$ cat src/rtl/alu_pkg.sv
// Shared definitions for the ALU and its arbiter: op-code constants,
// arbiter FSM encoding and the legal-op check.
package alu_pkg;

  localparam logic [3:0] ALU_ADD = 4'b0000;
  localparam logic [3:0] ALU_SUB = 4'b0001;
  localparam logic [3:0] ALU_XOR = 4'b0010;
  localparam logic [3:0] ALU_SLT = 4'b0011;
  localparam logic [3:0] ALU_SLL = 4'b0100;
  localparam logic [3:0] ALU_SRL = 4'b0101;
  localparam logic [3:0] ALU_OR  = 4'b0110;
  localparam logic [3:0] ALU_AND = 4'b0111;

  typedef enum logic [1:0] {
    ST_IDLE = 2'd0,
    ST_EXEC = 2'd1,
    ST_RESP = 2'd2
  } state_e;

  // Upper half of the select space is reserved.
  function automatic logic op_is_legal(input logic [3:0] op);
    return (op[3] == 1'b0);
  endfunction

endpackage

$ cat src/rtl/alu.sv
// Single-cycle ALU: result F and zeroflag from operands A/B and select S.
// Shifts use the low log2(WIDTH) bits of B; reserved selects yield zero.
module alu
  import alu_pkg::*;
#(
  parameter int WIDTH = 32
) (
  input  logic [WIDTH-1:0] A,
  input  logic [WIDTH-1:0] B,
  input  logic [3:0]       S,
  output logic [WIDTH-1:0] F,
  output logic             zeroflag
);

  localparam int SHW = $clog2(WIDTH);

  // Operation select
  always_comb begin
    F = '0;
    case (S)
      ALU_ADD: F = A + B;
      ALU_SUB: F = A - B;
      ALU_XOR: F = A ^ B;
      ALU_SLT: F = {{(WIDTH-1){1'b0}}, ($signed(A) < $signed(B))};
      ALU_SLL: F = A << B[SHW-1:0];
      ALU_SRL: F = A >> B[SHW-1:0];
      ALU_OR:  F = A | B;
      ALU_AND: F = A & B;
      default: F = '0;
    endcase
  end

  assign zeroflag = (F == '0);

endmodule

$ cat src/rtl/alu_arbiter.sv
// Round-robin arbiter sharing one ALU between two valid/ready requesters,
// returning a registered result tagged with the owner ID.
module alu_arbiter
  import alu_pkg::*;
#(
  parameter int WIDTH = 32
) (
  input  logic             clk,
  input  logic             rst,
  input  logic             req0_valid,
  output logic             req0_ready,
  input  logic [WIDTH-1:0] req0_a,
  input  logic [WIDTH-1:0] req0_b,
  input  logic [3:0]       req0_op,
  input  logic             req1_valid,
  output logic             req1_ready,
  input  logic [WIDTH-1:0] req1_a,
  input  logic [WIDTH-1:0] req1_b,
  input  logic [3:0]       req1_op,
  output logic             rsp_valid,
  input  logic             rsp_ready,
  output logic             rsp_id,
  output logic [WIDTH-1:0] rsp_f,
  output logic             rsp_zero,
  output logic             rsp_err,
  output logic             busy
);

  state_e           state_q, state_d;
  logic             last_grant_q, last_grant_d;
  logic [WIDTH-1:0] a_q, a_d, b_q, b_d;
  logic [3:0]       op_q, op_d;
  logic             id_q, id_d;
  logic             rsp_valid_q, rsp_valid_d;
  logic             rsp_id_q, rsp_id_d;
  logic [WIDTH-1:0] rsp_f_q, rsp_f_d;
  logic             rsp_zero_q, rsp_zero_d;
  logic             rsp_err_q, rsp_err_d;

  logic [WIDTH-1:0] alu_f;
  logic             alu_zero_unused;
  logic             window_s, grant_s, accept_s;

  alu #(.WIDTH(WIDTH)) u_alu (
    .A        (a_q),
    .B        (b_q),
    .S        (op_q),
    .F        (alu_f),
    .zeroflag (alu_zero_unused)
  );

  // Grant: sole requester wins, contention goes to the one not served last
  always_comb begin
    window_s = (state_q == ST_IDLE) || ((state_q == ST_RESP) && rsp_ready);
    if (req0_valid && req1_valid) begin
      grant_s = ~last_grant_q;
    end else if (req1_valid) begin
      grant_s = 1'b1;
    end else begin
      grant_s = 1'b0;
    end
    accept_s = window_s && (req0_valid || req1_valid) && !rst;
  end

  assign req0_ready = accept_s && !grant_s;
  assign req1_ready = accept_s && grant_s;

  // Next-state, operand latch and response register computation
  always_comb begin
    state_d     = state_q;
    rsp_valid_d = rsp_valid_q;
    rsp_id_d    = rsp_id_q;
    rsp_f_d     = rsp_f_q;
    rsp_zero_d  = rsp_zero_q;
    rsp_err_d   = rsp_err_q;

    if (accept_s) begin
      a_d          = grant_s ? req1_a  : req0_a;
      b_d          = grant_s ? req1_b  : req0_b;
      op_d         = grant_s ? req1_op : req0_op;
      id_d         = grant_s;
      last_grant_d = grant_s;
    end else begin
      a_d          = a_q;
      b_d          = b_q;
      op_d         = op_q;
      id_d         = id_q;
      last_grant_d = last_grant_q;
    end

    case (state_q)
      ST_IDLE: begin
        state_d = accept_s ? ST_EXEC : ST_IDLE;
      end
      ST_EXEC: begin
        // Illegal ops force a zero result; zero flag follows the stored result
        rsp_f_d     = op_is_legal(op_q) ? alu_f : '0;
        rsp_zero_d  = (rsp_f_d == '0);
        rsp_err_d   = ~op_is_legal(op_q);
        rsp_id_d    = id_q;
        rsp_valid_d = 1'b1;
        state_d     = ST_RESP;
      end
      ST_RESP: begin
        if (rsp_ready) begin
          rsp_valid_d = 1'b0;
          state_d     = accept_s ? ST_EXEC : ST_IDLE;
        end else begin
          state_d = ST_RESP;
        end
      end
      default: begin
        state_d     = ST_IDLE;
        rsp_valid_d = 1'b0;
      end
    endcase
  end

  // State and datapath registers
  always_ff @(posedge clk) begin
    if (rst) begin
      state_q      <= ST_IDLE;
      last_grant_q <= 1'b1;
      a_q          <= '0;
      b_q          <= '0;
      op_q         <= 4'b0000;
      id_q         <= 1'b0;
      rsp_valid_q  <= 1'b0;
      rsp_id_q     <= 1'b0;
      rsp_f_q      <= '0;
      rsp_zero_q   <= 1'b0;
      rsp_err_q    <= 1'b0;
    end else begin
      state_q      <= state_d;
      last_grant_q <= last_grant_d;
      a_q          <= a_d;
      b_q          <= b_d;
      op_q         <= op_d;
      id_q         <= id_d;
      rsp_valid_q  <= rsp_valid_d;
      rsp_id_q     <= rsp_id_d;
      rsp_f_q      <= rsp_f_d;
      rsp_zero_q   <= rsp_zero_d;
      rsp_err_q    <= rsp_err_d;
    end
  end

  assign rsp_valid = rsp_valid_q;
  assign rsp_id    = rsp_id_q;
  assign rsp_f     = rsp_f_q;
  assign rsp_zero  = rsp_zero_q;
  assign rsp_err   = rsp_err_q;
  assign busy      = (state_q != ST_IDLE);

endmodule

$ cat config.mk
export PLATFORM = sky130hd
export DESIGN_NAME = alu_arbiter
export DESIGN_NICKNAME = d
export VERILOG_FILES = /design/src/rtl/alu_pkg.sv /design/src/rtl/alu.sv /design/src/rtl/alu_arbiter.sv
export SDC_FILE = /design/constraint.sdc
export NUM_CORES = 1
export LEC_CHECK = 0
export BUFFER_PORTS_ARGS = -buffer_cell sky130_fd_sc_hd__clkbuf_2
export CAP_MARGIN = 10
export CORE_ASPECT_RATIO = 1.5
export CORE_MARGIN = 4
export CORE_UTILIZATION = 35
export CTS_CLUSTER_DIAMETER = 100
export CTS_CLUSTER_SIZE = 30
export DETAILED_ROUTE_END_ITERATION = 16
export SETUP_SLACK_MARGIN = 0.05
export SLEW_MARGIN = 5
export SYNTH_ARGS = -nofsm -noshare
export SYNTH_HDL_FRONTEND = slang
export SYNTH_SLANG_ARGS = --single-unit
export TNS_END_PERCENT = 20
$ cat constraint.sdc
create_clock -name clk -period 5.3 [get_ports clk]
set_input_delay 0 -clock clk [delete_from_list [all_inputs] [get_ports clk]]
set_output_delay 0 -clock clk [all_outputs]
set_load 0.1 [all_outputs]
==> flow_summary.json <==
{
  "antenna_found_initial": 0,
  "crit_arrival_ns": 5.35,
  "p_per_area_nw_per_um2": 277,
  "finalCriticalPeriod_ns": 5.00,
  "yosys-top-cells-area": "dfxtp_1 (15%), ha_1 (9.2%), mux2i_1 (8.6%), mux4_2 (8.6%), a211oi_1 (6.1%)",
  "die_y_um": 257,
  "drive_above_1_share_pct": 20.1,
  "ys_seq_elements": 108,
  "vdd_ir_drop_max_v": 0.000155,
  "synth_ff_type": "dfxtp_1",
  "postCtsSetupBuffers": 0,
  "dieWidth_um": 174,
  "dp_cells": 2470,
  "numCtsBuffers": 9,
  "yosysWarnings": 0,
  "grt-ovfl-total": 0,
  "place.gp.congestion": 1.04,
  "dr.pass1.iters": 6,
  "finalHoldViolations": 1,
  "core_area_um2": 40500,
  "violations": "negative hold slack",
  "syn_area_um2": 14400,
  "setup-tns-final_ns": 0,
  "status": "finished with violations",
  "io_pins": 180,
  "fin_skew_ns": 0.0132,
  "synth.avg_cell_area_um2": 7.78,
  "cp.required_ns": 5.65,
  "final_antenna_net_count": 0,
  "ys_seq_area_share_pct": 15.0,
  "floorplan.initialDensity_pct": 35.6,
  "syn_to_final_growth_pct": 22.3,
  "n_antenna_cell": 0,
  "grt_usage_pct": 30.5,
  "grt_max_degree": 139,
  "synth_cells": 1856,
  "finalNetCount": 2352,
  "synth_top_area_share_pct": 15.0,
  "cp_max_fo": 70,
  "wirelength_um": 70800,
  "cp-end-kind": "flip-flop",
  "cp_slowest_cell": "nor4_1",
  "maxCapViolCount": 0,
  "first_global_vias": 16000,
  "drt_iter0_drc": 1850,
  "viasPerCell": 6.29,
  "cts_tree": "yes",
  "path_cells": "buf_12 > inv_2 > buf_4 > mux4_2 > nor2_1 > or3b_2 > nor4_1 > nand3_1 > nor4_2 > nand3_1 > nor4_1 > and4_1 > a41o_1",
  "grt_pass1_wl_um": 104000,
  "max_stage_delay_ns": 0.63,
  "setup_viol": 0,
  "postSynth.asyncResetShare_pct": 0,
  "cts_sinks": 108,
  "clk_pin_slew_ns": 0.08,
  "synth_area_leader_cell": "dfxtp_1",
  "fmax_ghz": 0.200,
  "worstSetupPathType": "reg2reg",
  "total_power_w": 0.00488,
  "fin_cells": 2614,
  "root_buffer": "clkbuf_16",
  "rsz0062_at_grt": "false",
  "yosysUniqueCellTypes": 93,
  "clk_latency_ns": 0.39,
  "hold_class": "in2reg",
  "port_buffers": 179,
  "holdWs_ns": -0.00571,
  "dp_hpwl_um": 54600,
  "htree_levels": 3,
  "synth_fp_nets": 2105,
  "fp-row-count": 90,
  "wire_per_inst_um": 27.1,
  "die-area_um2": 44600,
  "p_leak_nw": 7.28,
  "synth-edff-count": 0,
  "drc": 0,
  "worst_slew_pin_slew_ns": 1.20,
  "cp-start-kind": "flip-flop",
  "max_slew_margin_pct": 19.8,
  "drv_slew": 0,
  "period_share_pct": 94.3,
  "via_count": 16400,
  "clockBufferDepth": 2
}
per-layer routing:
layer  up-vias  global-route usage (%)  share of wire [%]
li1       7479                       -                  -
met4         0                    16.9                6.7
met2       815                    51.4                 48
met5         -                       0                  0
met1      7943                    37.4                 39
met3       207                    4.38                6.4
power breakdown:
group / switching [W] / leakage [nW] / internal, W
Combinational: 0.00201 / 6.23 / 0.00109
Clock: 0.000360 / 0.154 / 0.000397
Sequential: 0.000121 / 0.896 / 0.000903
Total: 0.00249 / 7.28 / 0.00239
cell type report:
class                      instances  area, µm²
clock buffer                      12        256
clock inverter                     4       53.8
fill                            4103      22900
inverter                          99        372
multi-input combinational       1475      11100
sequential                       108       2170
tap                              506        633
timing repair buffer             410       3030
final timing paths:
kind | from | endpoint | slack (ns) | cells past startpoint
max | b_q[0] | rsp_zero | 0.30 | 13
min | req0_a[1] | a_q[1] | -0.006 | 3
max reg2reg | b_q[0] | rsp_zero | 0.30 | 13
min reg2reg | rsp_f[21] | rsp_f[21] | 0.50 | 2
cell usage in the layout, fill, tap and decap left out, drive strengths merged, types with 9 or more instances in the layout:
master,count
mux2i,125
nand4,20
a22oi,26
clkbuf,190
o221ai,16
and3,14
or4,10
nor2,233
dlygate4sd3,128
nor3,41
o22ai,15
a21o,15
a211oi,122
nor2b,25
o211ai,30
mux4,57
a21oi,96
inv,102
nand2,120
a31oi,13
nand2b,13
o2111ai,11
buf,104
dfxtp,108
a221oi,9
nor4,15
o21bai,12
o21ai,79
o21a,15
or2,12
nand3,39
mux2,24
ha,106
a311oi,16
critical path: cells and delay by family (launching register included):
family / cells / cell delay [ns]
multiplexers: 1 / 0.39
AND/OR/NAND/NOR: 8 / 2.88
flip-flops: 1 / 0.49
AO/OA/AOI/OAI: 1 / 0.16
buffers and inverters: 3 / 0.92
sequential cells by signal (all words and copies together) (netlist names):
signal,cells
rsp_zero,1
last_grant_q,1
rsp_id,1
rsp_err,1
rsp_f,32
op_q,4
rsp_valid,1
a_q,32
state_q,2
id_q,1
b_q,32
what timing repair did:
action | 4_1_cts | 5_1_grt
endpoints found under the hold margin | 66 | 0
gates resized for setup | 0 | 1
setup endpoints to repair | 0 | 1
hold buffers | 128 | 0
kinds of logic after synthesis:
group,Yosys count,share of synthesized area [%]
buf+inv,273,8.13
mux,206,19.6
compound gates,565,27.9
flops,108,15.0
simple gates,590,19.6
fa+ha+maj,108,9.47
xor+xnor,6,0.364
stage by stage:
step	hold slack, ns	setup WS [ns]	util, %	instance area [µm²]
global placement	0.320	0.212	39.6	16100
detailed placement	0.328	0.294	39.6	16100
CTS	0.00394	0.279	43.5	17700
global route	0.0187	0.170	43.6	17700
floorplan	0.212	0.847	-	14400
finish	-0.00571	0.300	43.6	17700
synth_stat cells, types with 41 or more instances:
cell type,n
mux2i_1,124
nor3_1,41
ha_1,106
a211oi_1,118
inv_1,97
nor2_1,232
nand2_1,120
o21ai_0,75
mux4_2,55
dfxtp_1,108
a21oi_1,96
clkbuf_1,106
No activity file was read; power rests on OpenSTA's default activity.
